<file path="config.mk">
export PLATFORM = sky130hd
export DESIGN_NAME = apb_master_arbiter
export DESIGN_NICKNAME = d
export VERILOG_FILES = /design/src/rtl/apb_master_arbiter.sv
export SDC_FILE = /design/constraint.sdc
export NUM_CORES = 1
export LEC_CHECK = 0
export CAP_MARGIN = 20
export CORE_MARGIN = 2
export CORE_UTILIZATION = 36
export DETAILED_ROUTE_END_ITERATION = 10
export GPL_ROUTABILITY_DRIVEN = 0
export PLACE_DENSITY_LB_ADDON = 0.12
export SYNTH_ARGS = -nofsm -noshare
export SYNTH_HDL_FRONTEND = slang
export SYNTH_SLANG_ARGS = --single-unit
</file>
<file path="constraint.sdc">
create_clock -name clk -period 1.4 [get_ports clk]
set_input_delay 0.28 -clock clk [delete_from_list [all_inputs] [get_ports clk]]
set_output_delay 0.28 -clock clk [all_outputs]
set_load 0.01 [all_outputs]
</file>
<file path="src/rtl/apb_master_arbiter.sv">
// Two-client round-robin APB requester: arbitrates, sequences SETUP/ACCESS on the
// shared slave bus, returns the response to the owner, and aborts hung slaves.
module apb_master_arbiter #(
  parameter int ADDR_W  = 5,
  parameter int DATA_W  = 32,
  parameter int TIMEOUT = 16
) (
  input  logic                  clk,
  input  logic                  resetn,
  input  logic [1:0]            req,
  input  logic [1:0]            req_write,
  input  logic [2*ADDR_W-1:0]   req_addr,
  input  logic [2*DATA_W-1:0]   req_wdata,
  input  logic [5:0]            req_prot,
  output logic [1:0]            gnt,
  output logic [1:0]            done,
  output logic [DATA_W-1:0]     rdata,
  output logic                  err,
  output logic                  timeout,
  output logic                  pwrite,
  output logic [ADDR_W-1:0]     addr,
  output logic                  psel,
  output logic                  penable,
  output logic [DATA_W-1:0]     pwdata,
  output logic [2:0]            prot,
  input  logic                  pready,
  input  logic                  pslverr,
  input  logic [DATA_W-1:0]     prdata
);

  localparam int CNT_W = $clog2(TIMEOUT);

  typedef enum logic [1:0] {IDLE, SETUP, ACCESS} state_t;

  state_t             state, state_d;
  logic               last_gnt, last_gnt_d;
  logic [CNT_W-1:0]   cnt, cnt_d;
  logic [1:0]         gnt_d, done_d, eligible;
  logic               win;
  logic               err_d, timeout_d, pwrite_d, psel_d, penable_d;
  logic [ADDR_W-1:0]  addr_d;
  logic [DATA_W-1:0]  rdata_d, pwdata_d;
  logic [2:0]         prot_d;

  always_ff @(posedge clk or negedge resetn) begin
    if (!resetn) begin
      state    <= IDLE;
      last_gnt <= 1'b1;
      cnt      <= '0;
      gnt      <= '0;
      done     <= '0;
      rdata    <= '0;
      err      <= 1'b0;
      timeout  <= 1'b0;
      pwrite   <= 1'b0;
      addr     <= '0;
      psel     <= 1'b0;
      penable  <= 1'b0;
      pwdata   <= '0;
      prot     <= '0;
    end else begin
      state    <= state_d;
      last_gnt <= last_gnt_d;
      cnt      <= cnt_d;
      gnt      <= gnt_d;
      done     <= done_d;
      rdata    <= rdata_d;
      err      <= err_d;
      timeout  <= timeout_d;
      pwrite   <= pwrite_d;
      addr     <= addr_d;
      psel     <= psel_d;
      penable  <= penable_d;
      pwdata   <= pwdata_d;
      prot     <= prot_d;
    end
  end

  // The client finishing this cycle is excluded so the other one gets the next slot.
  always_comb begin
    eligible = req & ~done;
    win      = eligible[~last_gnt] ? ~last_gnt : last_gnt;
  end

  always_comb begin
    state_d    = state;
    last_gnt_d = last_gnt;
    cnt_d      = cnt;
    gnt_d      = gnt;
    done_d     = '0;
    rdata_d    = rdata;
    err_d      = 1'b0;
    timeout_d  = 1'b0;
    pwrite_d   = pwrite;
    addr_d     = addr;
    psel_d     = psel;
    penable_d  = penable;
    pwdata_d   = pwdata;
    prot_d     = prot;
    unique case (state)
      IDLE: begin
        if (eligible != 2'b00) begin
          state_d    = SETUP;
          last_gnt_d = win;
          gnt_d      = win ? 2'b10 : 2'b01;
          pwrite_d   = req_write[win];
          addr_d     = win ? req_addr[ADDR_W +: ADDR_W] : req_addr[0 +: ADDR_W];
          prot_d     = win ? req_prot[3 +: 3] : req_prot[0 +: 3];
          pwdata_d   = !req_write[win] ? '0 :
                       (win ? req_wdata[DATA_W +: DATA_W] : req_wdata[0 +: DATA_W]);
          psel_d     = 1'b1;
          penable_d  = 1'b0;
        end
      end
      SETUP: begin
        state_d   = ACCESS;
        penable_d = 1'b1;
        cnt_d     = '0;
      end
      ACCESS: begin
        if (pready || cnt == CNT_W'(TIMEOUT - 1)) begin
          state_d   = IDLE;
          psel_d    = 1'b0;
          penable_d = 1'b0;
          gnt_d     = '0;
          done_d    = gnt;
          if (pready) begin
            err_d = pslverr;
            if (!pwrite) rdata_d = prdata;
          end else begin
            err_d     = 1'b1;
            timeout_d = 1'b1;
          end
        end else begin
          cnt_d = cnt + 1'b1;
        end
      end
      default: state_d = IDLE;
    endcase
  end

endmodule

</file>
== Yosys cells after proc, flatten, opt, wreduce, memory -nomap -nowiden ==
Cells that the tools add are included.
Storage, ports and cells
  bits in writable memories: 0
  flip-flop bits (word level): 88
  output and inout bits: 81
  memory bits (read-only): 0
  latch bits: 0
  memories kept: 0
  logic and storage cells: 69
Cells by class
  bitwise operators: 4
  $mul: 0
  muxes and demuxes: 30
  reductions and logical operators: 12
  div/mod/pow operators: 0
  $add $sub $neg: 1
  equal/unequal tests: 6
  shifts and indexed selects: 0
  $lt $le $gt $ge: 2
Operators by type and width (number)
  2-to-1 mux 32 bit: 2
  2-to-1 mux 1 bit: 14
  2-to-1 mux 2 bit: 6
  case mux 4 bit (2 select lines): 1
  != test 2 bit, second input constant: 3
  case mux 2 bit (3 select lines): 1
  AND reduction 2 bit: 3
  AND reduction 3 bit: 2
  nonzero test 2 bit: 3
  2-to-1 mux 5 bit: 1
  adder 4 x 1 -> 4 bit, second input constant: 1
  == test 4 bit, second input constant: 1
  less-than comparator 1 x 2 -> 1 bit, second input constant: 2
  2-to-1 mux 4 bit: 1
  case mux 2 bit (2 select lines): 1
  AND reduction 4 bit: 1
  2-to-1 mux 3 bit: 1
  case mux 1 bit (3 select lines): 1
  nonzero test 3 bit: 1
  AND 2 bit: 1
  == test 2 x 1 -> 1 bit, second input constant: 1
  == test 2 bit, second input constant: 1
  logical NOT 2 bit: 1
  NOT 1 bit: 2
  3 further kinds: 3

== Logic depth before layout (Yosys ltp) ==
  depth after elaboration: 8
  depth in mapped cells: 7
  gate-level depth less buffers: 5

== Worst setup path before layout ==
OpenSTA, ideal clock, no wires.
  kind: reg2reg
  start: register state[0]
  end: register rdata[0]
  arrival time: 1362 ps
  required time: 1275 ps
  slack: -86 ps
  path buffers: 1
  stages on the path, launching flop included: 5
  clock period less this slack: 1486 ps
  cells stage by stage: dfrtp_1 -> nand2b_4 -> nor3b_4 -> buf_6 -> mux2_2
Between the ends
  longest elaborated chain between the ends: 2
RTL lines
  start: declaration: RTL line 35  | state_t state, state_d;
  start signal: assignment: RTL line 62  | state <= state_d;
  == test 2 bit: RTL line 100  | unique case (state)
  AND reduction 4 bit (no source line)
  end signal: assignment: RTL line 67  | rdata <= rdata_d;
  end: declaration: RTL line 17  | output logic [DATA_W-1:0] rdata,
Every way passes these cells.
A chain may end at the register's enable or synchronous reset.

== Final worst setup path ==
  start: register last_gnt
  end: register pwdata[24]
Between the ends
  longest elaborated chain between the ends: 6
  elaborated cells on any way between the ends: 8
  those cells by class: mux (7); bitwise (1)
RTL lines
  start: declaration: RTL line 36  | logic last_gnt, last_gnt_d;
  start signal: assignment: RTL line 63  | last_gnt <= last_gnt_d;
  2-to-1 mux 1 bit (implied by the code) (2 in series): RTL line 82  | win = eligible[~last_gnt] ? ~last_gnt : last_gnt;
  2-to-1 mux 1 bit *: RTL line 82
  2-to-1 mux 1 bit (implied by the code) (2 in series): RTL line 109  | pwdata_d = !req_write[win] ? '0 :
  2-to-1 mux 32 bit *: RTL line 109
  end signal: assignment: RTL line 74  | pwdata <= pwdata_d;
  end: declaration: RTL line 24  | output logic [DATA_W-1:0] pwdata,
Every way passes the cells marked *; elsewhere a longest branch is shown, timed or not. The select of a mux whose other input is x is not followed.

==> flow_summary.json <==
{
  "clk_latency_ns": 0.35,
  "antenna_found_initial": 0,
  "peakVddDrop_uv": 804.7,
  "hold_depth": 3,
  "cts_sinks": 88,
  "worstPathRequired_ns": 1.67,
  "start_util_pct": 37.38,
  "yosysTopAreaCell": "dfrtp_1",
  "r2r-start": "last_gnt$_DFFE_PN1P_",
  "pre_cts_ws_ns": -0.3915,
  "fp-row-count": 37,
  "syn_area_mm2": 0.003894,
  "post_route_cells_drive_above_1_share_pct": 18.42,
  "root_buffer": "clkbuf_8",
  "die_area_mm2": 0.01166,
  "hpwl_um": 8092,
  "startpoint": "last_gnt$_DFFE_PN1P_",
  "area_delta_synth_final_pct": 67.38,
  "grt_pass1_vias": 3568,
  "layout_setup_ws_ns": -0.1543,
  "cts_made_buffers": 9,
  "ff2ff_path_depth": 4,
  "hold_class": "primary input to flop",
  "cts_tree": "done",
  "setup_viol": 74,
  "whs_ns": 0.4892,
  "fillers": 892,
  "firstDrtPassIters": 5,
  "core_mm2": 0.01042,
  "drc": 0,
  "crit_fanout": 43,
  "clock_skew_ns": 0.006854,
  "dpl-instance-area_mm2": 0.006150,
  "routedWlPerCell_um": 16.08,
  "power.density_mw_per_mm2": 1918,
  "ys_seq_area_share_pct": 56.59,
  "drt-initial-drc-count": 132,
  "grt_max_degree": 89,
  "endpoint_kind": "flop",
  "slew_viol_final": 0,
  "synth_nets": 484,
  "ys_types": 30,
  "netlist_top_cells_area": "dfrtp_1 (56%), mux2_2 (9.3%), nand3_1 (9.0%)",
  "h-tree-depth": 3,
  "routed_wirelength_um": 11530,
  "clock_path_buffers": 2,
  "viasPerCell": 4.987,
  "portBuffers": 200,
  "fin_area_mm2": 0.006518,
  "leakage_nw": 2.814,
  "min_from": "req_prot[1]",
  "path_class": "flop to flop",
  "fin_crit_sh_pct": 111.0,
  "num_antenna_cells": 0,
  "maxCapViolCount": 0,
  "fp.dieH_um": 108,
  "vias": 3576,
  "syn_inst": 363,
  "grt_pass1_wl_um": 17800,
  "ys.warnings.count": 0,
  "grt.overflow.total": 0,
  "cp.arrival_ns": 1.82,
  "final_net_count": 698,
  "ys_ff_latch": 88,
  "final_antenna_net_count": 0,
  "fmax_mhz": 643.4,
  "globalRouteTotalUtil_pct": 19.47,
  "worstMarginPinSlew_ns": 0.4609,
  "violations": "setup timing",
  "total_power_mw": 12.50,
  "maxSlewHeadroom_pct": 69.27,
  "avgSynthCellArea_um2": 10.73,
  "grt_setup_unrepaired": "true",
  "start_kind": "flop",
  "outcome": "finished with violations",
  "num_io_pins": 201,
  "timing_hold_violations_final": 0,
  "die_w_um": 108,
  "min_period_ns": 1.554,
  "yosysTopAreaCellShare_pct": 55.91,
  "cts.clk_slew.worst_paths_ns": 0.09
}
[registers in the layout (all words and copies together) (netlist names)]
register / cells
addr: 5
penable: 1
prot: 3
psel: 1
timeout: 1
pwrite: 1
gnt: 2
pwdata: 32
last_gnt: 1
done: 2
err: 1
rdata: 32
cnt: 4
state: 2
[cell families (layout without fill, tap and decap cells)]
family,Yosys count,count (layout),synth area share [%]
DFF,88,88,56.59
and+or+nand+nor,155,155,18.64
adders and majority gates,1,1,0.3213
muxes,34,34,10.41
buffers and inverters,30,248,5.013
AOI/OAI and AO/OA,55,55,9.030
[path summary, 6_finish.rpt]
kind | to | slack (ns)
max reg2reg | pwdata[24]$_DFFE_PN0P_ | -0.15
min in group asynchronous | rdata[25]$_DFFE_PN0P_ | 0.51
min | prot[1]$_DFFE_PN0P_ | 0.49
max in group asynchronous | pwrite$_DFFE_PN0P_ | 0.53
min reg2reg | rdata[6]$_DFFE_PN0P_ | 0.50
max | pwdata[24]$_DFFE_PN0P_ | -0.15
[report_power, final]
part	switching, mW	total (mW)	internal (mW)
clock	0.890	2.06	1.17
sequential	0.639	4.42	3.78
combinational	2.90	6.01	3.11
total	4.43	12.5	8.07
[per-layer routing]
layer | track usage, % | up-vias | routed length, µm
met5 | 0 | - | 0
met4 | 7.143 | 0 | 158
met3 | 5.184 | 13 | 1082
met2 | 32.21 | 169 | 5390
met1 | 24.58 | 1676 | 4897
li1 | - | 1718 | -
[synthesized netlist by cell type]
cell type and instances:
buf_2 6, nand2_1 25, nand2b_1 3, clkbuf_1 6
o211ai_1 1, o22ai_1 3, o21ai_4 1, a31oi_1 42
dfstp_2 1, a41oi_1 1, nor2b_1 4, o21ai_0 5
mux2i_4 2, dfrtp_1 87, mux2_2 32, ha_1 1
a21oi_1 1, buf_6 7, nor2_1 47, inv_1 1
buf_1 3, and2_1 2, nand3_1 70, and2b_1 1
inv_2 1, o31ai_1 1, buf_4 6, nor3b_4 1
nor2b_2 1, nand2b_4 1
[layout by cell type (no fill, tap or decap), drive strengths merged, types with 6 or more instances in the layout]
cell type / synthesis / routed
a31oi: 42 / 42
buf: 22 / 28
clkbuf: 6 / 12
clkdlybuf4s50: 0 / 118
dfrtp: 87 / 87
dlygate4sd2: 0 / 81
mux2: 32 / 32
nand2: 25 / 25
nand3: 70 / 70
nor2: 47 / 47
o21ai: 6 / 6
[critical path, stage by stage, from the launching register on]
cell,delay [ns]
dfstp_2,0.61
mux2i_4,0.27
buf_12,0.23
nand3_1,0.11
a31oi_1,0.20
[repair_timing]
item                                    CTS  global route
buffers inserted                          1             3
pin swaps                                 1            30
cloned                                    0             3
hold buffers                              1             0
hold endpoints to repair                 87             0
endpoints found under the setup margin  155            79
gates resized for setup                  85            23
[stage by stage]
stage / setup TNS, ns / std cells / util [%]
2_1_floorplan: -2.595 / 363 / -
3_3_place_gp: -23.57 / 694 / 59.04
3_5_place_dp: -26.22 / 694 / 59.04
4_1_cts: -7.037 / 711 / 60.58
5_1_grt: -11.11 / 717 / 62.57
6_report: -7.749 / 717 / 62.57
[final cells by class]
class                   count  area, µm²  area share, %
well taps                 136      170.2          2.611
flip-flops and latches     88       2205          33.83
clock inverters             6      108.9          1.670
clock buffers               9      123.9          1.901
multi-input cells         245       1600          24.55
inverters                   2      7.507         0.1152
repair buffers            231       2302          35.32
No activity file was read; power rests on OpenSTA's default activity.
